===== src/rtl/brute_force_key_sequencer.sv =====
// Brute-force key search sequencer: steps candidate keys through init/shuffle/decode/verify stages.
// Optional per-stage wait timeout enabled by defining BF_STAGE_TIMEOUT_EN.
module brute_force_key_sequencer #(
  parameter int unsigned KEY_WIDTH      = 22,
  parameter int unsigned KEY_START      = 0,
  parameter int unsigned KEY_END        = 2**22 - 1,
  parameter int unsigned KEY_STEP       = 1,
  parameter int unsigned TIMEOUT_CYCLES = 65536
) (
  input  logic                 clk,
  input  logic                 reset,
  input  logic                 start,
  input  logic                 abort,
  input  logic                 init_finish,
  input  logic                 shuffle_finish,
  input  logic                 decode_finish,
  input  logic                 verify_finish,
  input  logic                 verify_pass,
  output logic                 start_init,
  output logic                 start_shuffle,
  output logic                 start_decode,
  output logic                 start_verify,
  output logic [1:0]           select_share,
  output logic [KEY_WIDTH-1:0] key,
  output logic                 busy,
  output logic                 found,
  output logic                 exhausted,
  output logic                 timeout_err
);

  localparam int unsigned SUM_W = KEY_WIDTH + 1;

  if (KEY_STEP == 0 || TIMEOUT_CYCLES == 0) begin : g_bad_params
    $error("KEY_STEP and TIMEOUT_CYCLES must be nonzero");
  end

  typedef enum logic [3:0] {
    S_IDLE,
    S_START_INIT,
    S_WAIT_INIT,
    S_START_SHUFFLE,
    S_WAIT_SHUFFLE,
    S_START_DECODE,
    S_WAIT_DECODE,
    S_START_VERIFY,
    S_WAIT_VERIFY,
    S_NEXT_KEY,
    S_DONE
  } state_t;

  state_t               state_q, state_d;
  logic [KEY_WIDTH-1:0] key_d;
  logic [SUM_W-1:0]     key_sum;
  logic                 found_d, exhausted_d, clr_flags, busy_now;
  logic                 start_init_d, start_shuffle_d, start_decode_d, start_verify_d;
  logic [1:0]           select_share_d;
  logic                 busy_d;

`ifdef BF_STAGE_TIMEOUT_EN
  localparam int unsigned TIMER_W = $clog2(TIMEOUT_CYCLES + 1);
  logic [TIMER_W-1:0] timer_q, timer_d;
  logic               timeout_d;
`endif

  // Next-state, next-key, flag and registered-output computation
  always_comb begin
    state_d     = state_q;
    key_d       = key;
    found_d     = found;
    exhausted_d = exhausted;
    clr_flags   = 1'b0;
    busy_now    = !(state_q inside {S_IDLE, S_DONE});
    key_sum     = {1'b0, key} + SUM_W'(KEY_STEP);
`ifdef BF_STAGE_TIMEOUT_EN
    timeout_d   = timeout_err;
    timer_d     = '0;
`endif

    case (state_q)
      S_IDLE, S_DONE: begin
        if (start) begin
          state_d   = S_START_INIT;
          key_d     = KEY_WIDTH'(KEY_START);
          clr_flags = 1'b1;
        end
      end
      S_START_INIT:    state_d = S_WAIT_INIT;
      S_WAIT_INIT:     if (init_finish) state_d = S_START_SHUFFLE;
      S_START_SHUFFLE: state_d = S_WAIT_SHUFFLE;
      S_WAIT_SHUFFLE:  if (shuffle_finish) state_d = S_START_DECODE;
      S_START_DECODE:  state_d = S_WAIT_DECODE;
      S_WAIT_DECODE:   if (decode_finish) state_d = S_START_VERIFY;
      S_START_VERIFY:  state_d = S_WAIT_VERIFY;
      S_WAIT_VERIFY: begin
        if (verify_finish) begin
          if (verify_pass) begin
            state_d = S_DONE;
            found_d = 1'b1;
          end else begin
            state_d = S_NEXT_KEY;
          end
        end
      end
      S_NEXT_KEY: begin
        // Sum is one bit wider than the key, so overflow past KEY_END is always visible
        if (key_sum > SUM_W'(KEY_END)) begin
          state_d     = S_DONE;
          exhausted_d = 1'b1;
        end else begin
          key_d   = key_sum[KEY_WIDTH-1:0];
          state_d = S_START_INIT;
        end
      end
      default: state_d = S_IDLE;
    endcase

`ifdef BF_STAGE_TIMEOUT_EN
    // Counter restarts whenever a WAIT state is entered; a finish strobe beats the limit
    if ((state_q inside {S_WAIT_INIT, S_WAIT_SHUFFLE, S_WAIT_DECODE, S_WAIT_VERIFY}) &&
        (state_d == state_q)) begin
      if (timer_q == TIMER_W'(TIMEOUT_CYCLES - 1)) begin
        state_d   = S_DONE;
        timeout_d = 1'b1;
      end else begin
        timer_d = timer_q + TIMER_W'(1);
      end
    end
`endif

    if (abort && busy_now) begin
      state_d   = S_IDLE;
      key_d     = KEY_WIDTH'(KEY_START);
      clr_flags = 1'b1;
    end

    if (clr_flags) begin
      found_d     = 1'b0;
      exhausted_d = 1'b0;
`ifdef BF_STAGE_TIMEOUT_EN
      timeout_d   = 1'b0;
`endif
    end

    start_init_d    = (state_d == S_START_INIT);
    start_shuffle_d = (state_d == S_START_SHUFFLE);
    start_decode_d  = (state_d == S_START_DECODE);
    start_verify_d  = (state_d == S_START_VERIFY);
    busy_d          = !(state_d inside {S_IDLE, S_DONE});
    case (state_d)
      S_START_INIT, S_WAIT_INIT:       select_share_d = 2'd1;
      S_START_SHUFFLE, S_WAIT_SHUFFLE: select_share_d = 2'd2;
      S_START_DECODE, S_WAIT_DECODE,
      S_START_VERIFY, S_WAIT_VERIFY:   select_share_d = 2'd3;
      default:                         select_share_d = 2'd0;
    endcase
  end

  always_ff @(posedge clk) begin
    if (reset) begin
      state_q       <= S_IDLE;
      key           <= KEY_WIDTH'(KEY_START);
      found         <= 1'b0;
      exhausted     <= 1'b0;
      start_init    <= 1'b0;
      start_shuffle <= 1'b0;
      start_decode  <= 1'b0;
      start_verify  <= 1'b0;
      select_share  <= 2'd0;
      busy          <= 1'b0;
    end else begin
      state_q       <= state_d;
      key           <= key_d;
      found         <= found_d;
      exhausted     <= exhausted_d;
      start_init    <= start_init_d;
      start_shuffle <= start_shuffle_d;
      start_decode  <= start_decode_d;
      start_verify  <= start_verify_d;
      select_share  <= select_share_d;
      busy          <= busy_d;
    end
  end

`ifdef BF_STAGE_TIMEOUT_EN
  always_ff @(posedge clk) begin
    if (reset) begin
      timer_q     <= '0;
      timeout_err <= 1'b0;
    end else begin
      timer_q     <= timer_d;
      timeout_err <= timeout_d;
    end
  end
`else
  assign timeout_err = 1'b0;
`endif

endmodule

===== config.mk =====
export PLATFORM = sky130hd
export DESIGN_NAME = brute_force_key_sequencer
export DESIGN_NICKNAME = d
export VERILOG_FILES = /design/src/rtl/brute_force_key_sequencer.sv
export SDC_FILE = /design/constraint.sdc
export NUM_CORES = 1
export LEC_CHECK = 0
export CAP_MARGIN = 20
export CORE_AREA = 3 3 86 88
export DETAILED_ROUTE_END_ITERATION = 7
export DIE_AREA = 0 0 89 91
export SLEW_MARGIN = 25
export SYNTH_ARGS = -nofsm -noshare
export SYNTH_HDL_FRONTEND = slang
export SYNTH_SLANG_ARGS = --single-unit

===== constraint.sdc =====
create_clock -name clk -period 6.87 [get_ports clk]
set_input_delay 1.0305 -clock clk [delete_from_list [all_inputs] [get_ports clk]]
set_output_delay 1.0305 -clock clk [all_outputs]
set_load 0.01 [all_outputs]

Word level (Yosys, flattened, before mapping) --
Memory sizes are Yosys's and may differ from the RTL's. A register that Yosys moved wholly into a read port is not among the register bits. Index checks and enable logic that the tools add are counted.
Cells by class: multiplexer cells 15, order comparisons 1, add/sub/neg operators 1, reduce and logical (&&, ||, !) cells 14, equality and inequality tests 17
Operator list (count):
- 22-bit 2-to-1 mux | 2
- 22-bit case mux with 2 select lines | 1
- 4-bit case mux with 10 select lines | 1
- 4-bit 2-to-1 mux | 7
- 4-bit by 3-bit equality test with 1-bit output (second input constant) | 6
- 22-bit by 1-bit adder with 23-bit output (second input constant) | 1
- 23-bit by 22-bit greater-than comparator with 1-bit output (second input constant) | 1
- 4-bit equality test (second input constant) | 4
- 4-bit by 2-bit equality test with 1-bit output (second input constant) | 3
- 4-bit by 1-bit equality test with 1-bit output (second input constant) | 2
- 4-bit zero test | 2
- 3-bit AND reduction | 2
- 2-bit nonzero test | 3
- 2-bit OR reduction | 3
- 2-bit inequality test (second input constant) | 2
- 1-bit 2-to-1 mux | 3
- 1-bit zero test | 2
- 2-bit 2-to-1 mux | 1
- 2-bit AND reduction | 1
- 1-bit logical AND | 1
Word-level totals: memories 1, ROM bits 32, flip-flop bits (word level) 33, input port bits 9, output and inout port bits 32
Memories:
- (no name shown) | words 16, bits a word 2, rd ports 1, clocked after Yosys merged registers in 1, write ports 0, line 149 | case (state_d)

Depth between registers and ports, before layout --
depth after elaboration 8, mapped depth 14

Worst setup path after synthesis --
No wires, ideal clock.
path kind flip-flop to flip-flop, from register key[1], to register select_share[0], arrival 3.046 ns, slack 3.690 ns, stages on the path, launching flop included 14, period minus slack after synthesis 3.180 ns, data required time 6.736 ns, cells stage by stage dfxtp_1 -> ha_1 -> and4_1 -> buf_4 -> a32oi_1 -> o32ai_1 -> nand2_1 -> o41ai_4 -> buf_6 -> nand2_2 -> a21o_1 -> ha_1 -> a311oi_1 -> a311oi_1
On the way: cells in the longest elaborated chain, start to end 5
Ends and longest elaborated chain:
- start: declaration | line 24 | output logic [KEY_WIDTH-1:0] key,
- start signal: assignment | line 161 | key <= KEY_WIDTH'(KEY_START);
- start signal: assignment | line 172 | key <= key_d;
- 22-bit by 1-bit adder with 23-bit output | line 73 | key_sum = {1'b0, key} + SUM_W'(KEY_STEP);
- 23-bit by 22-bit greater-than comparator with 1-bit output | line 106 | if (key_sum > SUM_W'(KEY_END)) begin
- 4-bit 2-to-1 mux | line 106
- 4-bit case mux with 10 select lines | line 79 | case (state_q)
- 4-bit 2-to-1 mux | line 130 | if (abort && busy_now) begin
- end: declaration | line 23 | output logic [1:0] select_share,
Every way passes these cells. A chain may end at the register's enable or synchronous reset.

Worst setup path in the final report --
Same ends and word-level chain as after synthesis.

==> qor.yml <==
worst_setup_path:
  path_class: "reg -> reg"
  cp_data_arrival_time_ps: 3530
  required_ps: 7040
  reg2reg_slack_ps: 3510
  start_kind: "register"
  end_kind: "register"
  crit_fanout: 7
yosys:
  synth_nets: 330
  synth_compound_area_frac: 0.280
  synth_top_family_by_area: "simple AND/OR/NAND/NOR gates"
  synth_top_area_share: 0.273
  synthTopCellsByArea: "dfxtp_1 (27%), nand2_1 (5.7%), ha_1 (2.9%)"
  ys_ff_latch: 35
  syn-instance-count: 315
  synth.yosys.seq_area_share: 0.273
  yosys_warnings: 0
  synthSimpleGateAreaFrac: 0.330
  syn-cell-area_sq_um: 2570
  synth-edff-count: 0
  synth_cell_types: 72
  yosys.area.top_type: "dfxtp_1"
  syn_area_per_cell_sq_um: 8.15
  ys.flop_type: "dfxtp_1"
  synth_xor_area_frac: 0.0170
  async_reset_ff_frac: 0
  synthMuxAreaShare: 0.00828
  synthAdderAreaFrac: 0.0292
timing:
  grt_setup_unrepaired: "false"
  fmaxAchievable_ghz: 0.298
  slew-limit-headroom: 0.462
  hold_violations: 0
  fin_crit_ps: 3360
  tns_ps: 0
  finalWorstSetupSlack_ps: 3510
  fin_worst_skew_ps: 6.19
  slew_viol_final: 0
  setup_viol_count_final: 0
  tightest_slew_ps: 807
  fin_crit_sh: 0.489
routing:
  dr.first_iter.drc_count: 126
  ant_nets: 0
  drc: 0
  drt-vias-per-instance: 6.00
  wl_per_cell_um: 16.4
  dr_total_vias: 2506
  dr.pass1.iters: 4
  drt-total-wl_mm: 6.85
run:
  cap_violations: 0
final_layout:
  final_cell_mix: "nand2_1 (39), clkdlybuf4s50_1 (39), dfxtp_1 (35), nor2_1 (19), a21oi_1 (14)"
  stdcell_count: 418
  antenna_cells: 0
  area_growth_pct: 18.2
  drive_gt1_frac: 0.127
  fin_nets: 353
global_route:
  gr-usage-met1: 0.243
  grt_pass1_vias: 2253
  gr-usage-met2: 0.270
  overflow: 0
  antenna_found_initial: 0
  grt_max_degree: 26
  use_met3: 0.0318
  gr-max-usage-layer: "met2"
  grt_pass1_wl_mm: 11.4
  grt_util_all_layers: 0.174
power:
  p_per_area_nw_per_um2: 147
  power.leakage_nw: 0.910
  vdd_drop_max_v: 0.0000925
clock_network:
  numCtsBuffers: 5
  postCtsSetupBuffers: 0
  root_buffer: "clkbuf_8"
  cts.clk_slew.worst_paths_ps: 70
  cts-hold-fix-buffers: 0
  clock_sinks: 35
  clockBufferDepth: 2
  cts_tree: "yes"
  cts_resized: 0
  htreeDepth: 2
  worstSkewPairLatency_ps: 300
placed_design:
  port_buffers: 39
  place.gp.congestion: 0.853
  pre_cts_ws_ps: 3520
  numPlacedInstances: 411
  dp_hpwl_mm: 4.75
die:
  io_pins: 41
  row_count: 30
  start_util: 0.382
  die_h_um: 91
  die_w_um: 89
  coreArea_sq_um: 6720
  die-area_sq_um: 8100
min_path:
  hp-class: "reg -> reg"
run_status:
  outcome: "complete, no violations"
metal layers:
metal	wire length (um)	share of wire
met5	0	0
met4	58	0.0085
met3	286	0.042
met2	3170	0.46
met1	3330	0.49
area by class of cell:
type / count / area, sq um
well taps: 80 / 100
multi-input cells: 249 / 1720
repair buffers: 42 / 413
fillers: 683 / 3680
flip-flops and latches: 35 / 701
inverters: 5 / 18.8
clock buffers: 6 / 82.6
clock inverters: 1 / 5.00
worst paths after layout:
check / from / end / depth (start not counted)
max: key[1] / select_share[0] / 11
min: found / found / 2
max reg2reg: key[1] / select_share[0] / 11
min reg2reg: found / found / 2
registers in the layout, indices dropped and copies added (netlist names):
signal / flops
start_verify: 1
key: 22
found: 1
select_share: 2
busy: 1
start_decode: 1
state_q: 4
start_init: 1
exhausted: 1
start_shuffle: 1
worst max-delay path, cell delays in order (launching register included):
cell and delay, ps:
dfxtp_1 440, ha_1 340, and4_1 370, a32oi_1 140, o32ai_1 420, nand2_1 160, o41ai_4 390, a2bb2oi_1 260
or2_2 170, ha_1 240, a311oi_1 230, a311oi_1 80
stage by stage:
stage	hold WS (ps)	cell area, sq um	total power [mW]	utilization
6_report	474	3040	0.446	0.452
5_1_grt	505	3040	0.469	0.452
4_1_cts	481	3040	0.453	0.452
3_5_place_dp	464	2950	0.294	0.439
3_3_place_gp	462	2950	0.294	0.439
2_1_floorplan	503	2570	0.270	-
cells in the mapped netlist (3+ instances only):
| cell type | n |
|---|---|
| inv_1 | 5 |
| o31a_1 | 4 |
| ha_1 | 6 |
| or3_1 | 8 |
| a311oi_1 | 4 |
| o32a_1 | 3 |
| nand4_1 | 8 |
| o22ai_1 | 3 |
| nand2b_1 | 3 |
| nand3_1 | 13 |
| o21ai_2 | 6 |
| xnor2_1 | 3 |
| and2_1 | 4 |
| a41oi_1 | 3 |
| nand4b_1 | 3 |
| o21ai_0 | 13 |
| o31ai_1 | 5 |
| a311oi_2 | 4 |
| buf_4 | 6 |
| and4_1 | 4 |
| nand2_1 | 39 |
| a21oi_1 | 14 |
| a31oi_1 | 5 |
| o211ai_1 | 4 |
| a211oi_1 | 3 |
| nand3b_1 | 4 |
| and3_1 | 3 |
| nor3_1 | 13 |
| nor2_1 | 19 |
| or4_1 | 4 |
| dfxtp_1 | 35 |
| clkbuf_1 | 14 |
logic make-up (layout without fill, tap and decap cells):
| family | Yosys count | in the layout |
|---|---|---|
| AOI/OAI and AO/OA | 88 | 88 |
| xor gates and xnor gates | 5 | 5 |
| DFF | 35 | 35 |
| and+or+nand+nor | 147 | 147 |
| buffers and inverters | 31 | 54 |
| other | 1 | 1 |
| muxes | 2 | 2 |
| adders and majority gates | 6 | 6 |
report_power, final:
part	switching [mW]	internal, mW	total, mW
sequential	0.00469	0.209	0.214
combinational	0.0461	0.0303	0.0764
clock	0.0773	0.0787	0.156
No activity file was read; power rests on OpenSTA's default activity.
==> RTL edit, RTL diff (same settings) <==
Register the input `init_finish` before use, with the module's reset. The logic sees it one clock later. The other inputs are not delayed to match.
--- a/src/rtl/brute_force_key_sequencer.sv
+++ b/src/rtl/brute_force_key_sequencer.sv
@@ -31,4 +31,14 @@
   localparam int unsigned SUM_W = KEY_WIDTH + 1;
 
+  logic init_finish_q;
+
+  always_ff @(posedge clk) begin
+    if (reset) begin
+      init_finish_q <= '0;
+    end else begin
+      init_finish_q <= init_finish;
+    end
+  end
+
   if (KEY_STEP == 0 || TIMEOUT_CYCLES == 0) begin : g_bad_params
     $error("KEY_STEP and TIMEOUT_CYCLES must be nonzero");
@@ -86,5 +96,5 @@
       end
       S_START_INIT:    state_d = S_WAIT_INIT;
-      S_WAIT_INIT:     if (init_finish) state_d = S_START_SHUFFLE;
+      S_WAIT_INIT:     if (init_finish_q) state_d = S_START_SHUFFLE;
       S_START_SHUFFLE: state_d = S_WAIT_SHUFFLE;
       S_WAIT_SHUFFLE:  if (shuffle_finish) state_d = S_START_DECODE;
Formal check against the unedited RTL: not equivalent (Yosys sat finds a counterexample within 4 cycles, from zero or initial values and one cycle with reset high).
==> RTL edit against the unedited design <==
Wire length down 12%; critical endpoint unchanged; design area shrank 9.1%; via count is 12% lower; combinational power down 3.3%; critical path depth increased by 2; synthesized area is 12% lower; total power rose by 5.6%; sequential cell count increased by 1; setup slack lost 560 ps.
==> RTL edit: results (changes against the unedited design) <==
grt:
  grt_pass1_wl_mm: 9.94  # -12%
  grt_pass1_vias: 1958  # -13%
  grt_max_degree: 24  # -7.7%
  groute.usage.overall_pct: 15.5  # -1.9 points
pwr:
  power.leakage_uw: 0.000900  # -1.1%
  power_switching_uw: 133  # +4.2%
  peakVddDrop_v: 0.0000751  # -19%
route:
  via_count: 2198  # -12%
  drt_iter0_drc: 206  # +63%
synthesis:
  yosysSeqAreaShare_pct: 31.9  # +4.7 points
  ys_types: 59  # -18%
  synth_area_leaders: "dfxtp_1 32%, nand2_1 5.8%, o22a_1 4.3%"
  yosys_warnings: 0  # unchanged
  syn_nets: 299  # -9.4%
  synthTopCellsByCount: "36 x dfxtp_1, 35 x nand2_1, 18 x nor2_1, 18 x nor3_1, 16 x nand3_1"
timing:
  post-route-period-util_pct: 57.1  # +8.2 points
  worst_pin_slew_ps: 703  # -105 ps
  skew_ps: 7.47  # +1.27 ps
critical_path:
  arrival_ps: 4120  # +590 ps
  ff2ff_path_depth: 13  # +2
  crit_path_max_incr_delay_ps: 620  # +180 ps
  cp_max_fo: 14  # +7
  rrSetupSlack_ps: 2950  # -560 ps
  r2r_start: "key[0]"
outcome:
  status: "finished clean"
final_layout:
  final_nets: 329  # -6.8%
  drive_gt1_share_pct: 6.98  # -5.7 points
place:
  pre_cts_ws_ps: 3050  # -465 ps
-- RTL edit: layout make-up --
class                           instances  area (sq um)
Multi-Input combinational cell        220          1400
Clock inverter                          2          15.0
Tap cell                               80           100
Fill cell                             672          3960
Sequential cell                        36           721
Clock buffer                            6          82.6
Timing Repair Buffer                   41           405
Inverter                               10          37.5
-- RTL edit: per-layer routing --
metal	global-route usage (%)	share of wire (%)	up-vias
li1	-	-	1114
met1	22.0	48	1001
met2	22.3	44	68
met3	3.27	5.2	15
met4	6.70	3.1	0
met5	0	0	-
-- RTL edit: cells by family after synthesis --
family / count (synthesis) / share of synthesized area (%)
and+or+nand+nor: 143 / 34.9
AOI/OAI and AO/OA: 63 / 20.7
DFF: 36 / 31.9
buffers and inverters: 28 / 6.15
adders and majority gates: 6 / 3.33
xor gates and xnor gates: 6 / 2.33
other: 1 / 0.166
muxes: 1 / 0.499
-- RTL edit: power groups by stage --
stage / clock network [uW] / registers (uW) / logic, uW
after CTS: 169 / 234 / 74.4
after floorplan: 0 / 235 / 49.2
after global routing: 175 / 236 / 81.2
after global placement: 0 / 238 / 73.4
final: 163 / 234 / 73.9
after detailed placement: 0 / 238 / 73.9
-- RTL edit: critical path, delay by kind of cell, from the launching register on --
family,cells,cell delay (ps)
XOR/XNOR,1,350
flip-flops,1,620
adder cells (fa/ha/maj),2,540
AND/OR/NAND/NOR,4,920
buffers and inverters,2,430
AO/OA/AOI/OAI,4,960
-- RTL edit: worst max path at each step --
| stage | startpoint | to | cells past startpoint |
|---|---|---|---|
| floorplan | key[0] | select_share[0] | 14 |
| global placement | key[0] | select_share[0] | 13 |
| detailed placement | key[0] | select_share[0] | 13 |
| CTS | key[0] | select_share[0] | 13 |
| global route | key[0] | select_share[0] | 13 |
| finish | key[0] | select_share[0] | 13 |
-- RTL edit: stage by stage --
stage                     hold slack (ps)  cell area (sq um)  utilization, %  std cells  total power (uW)
after floorplan                       479               2260               -        284               284
after global placement                482               2660            39.6        387               312
after detailed placement              465               2660            39.6        387               312
after CTS                             477               2760            41.1        395               477
after global routing                  500               2760            41.1        395               492
final                                 467               2760            41.1        395               471
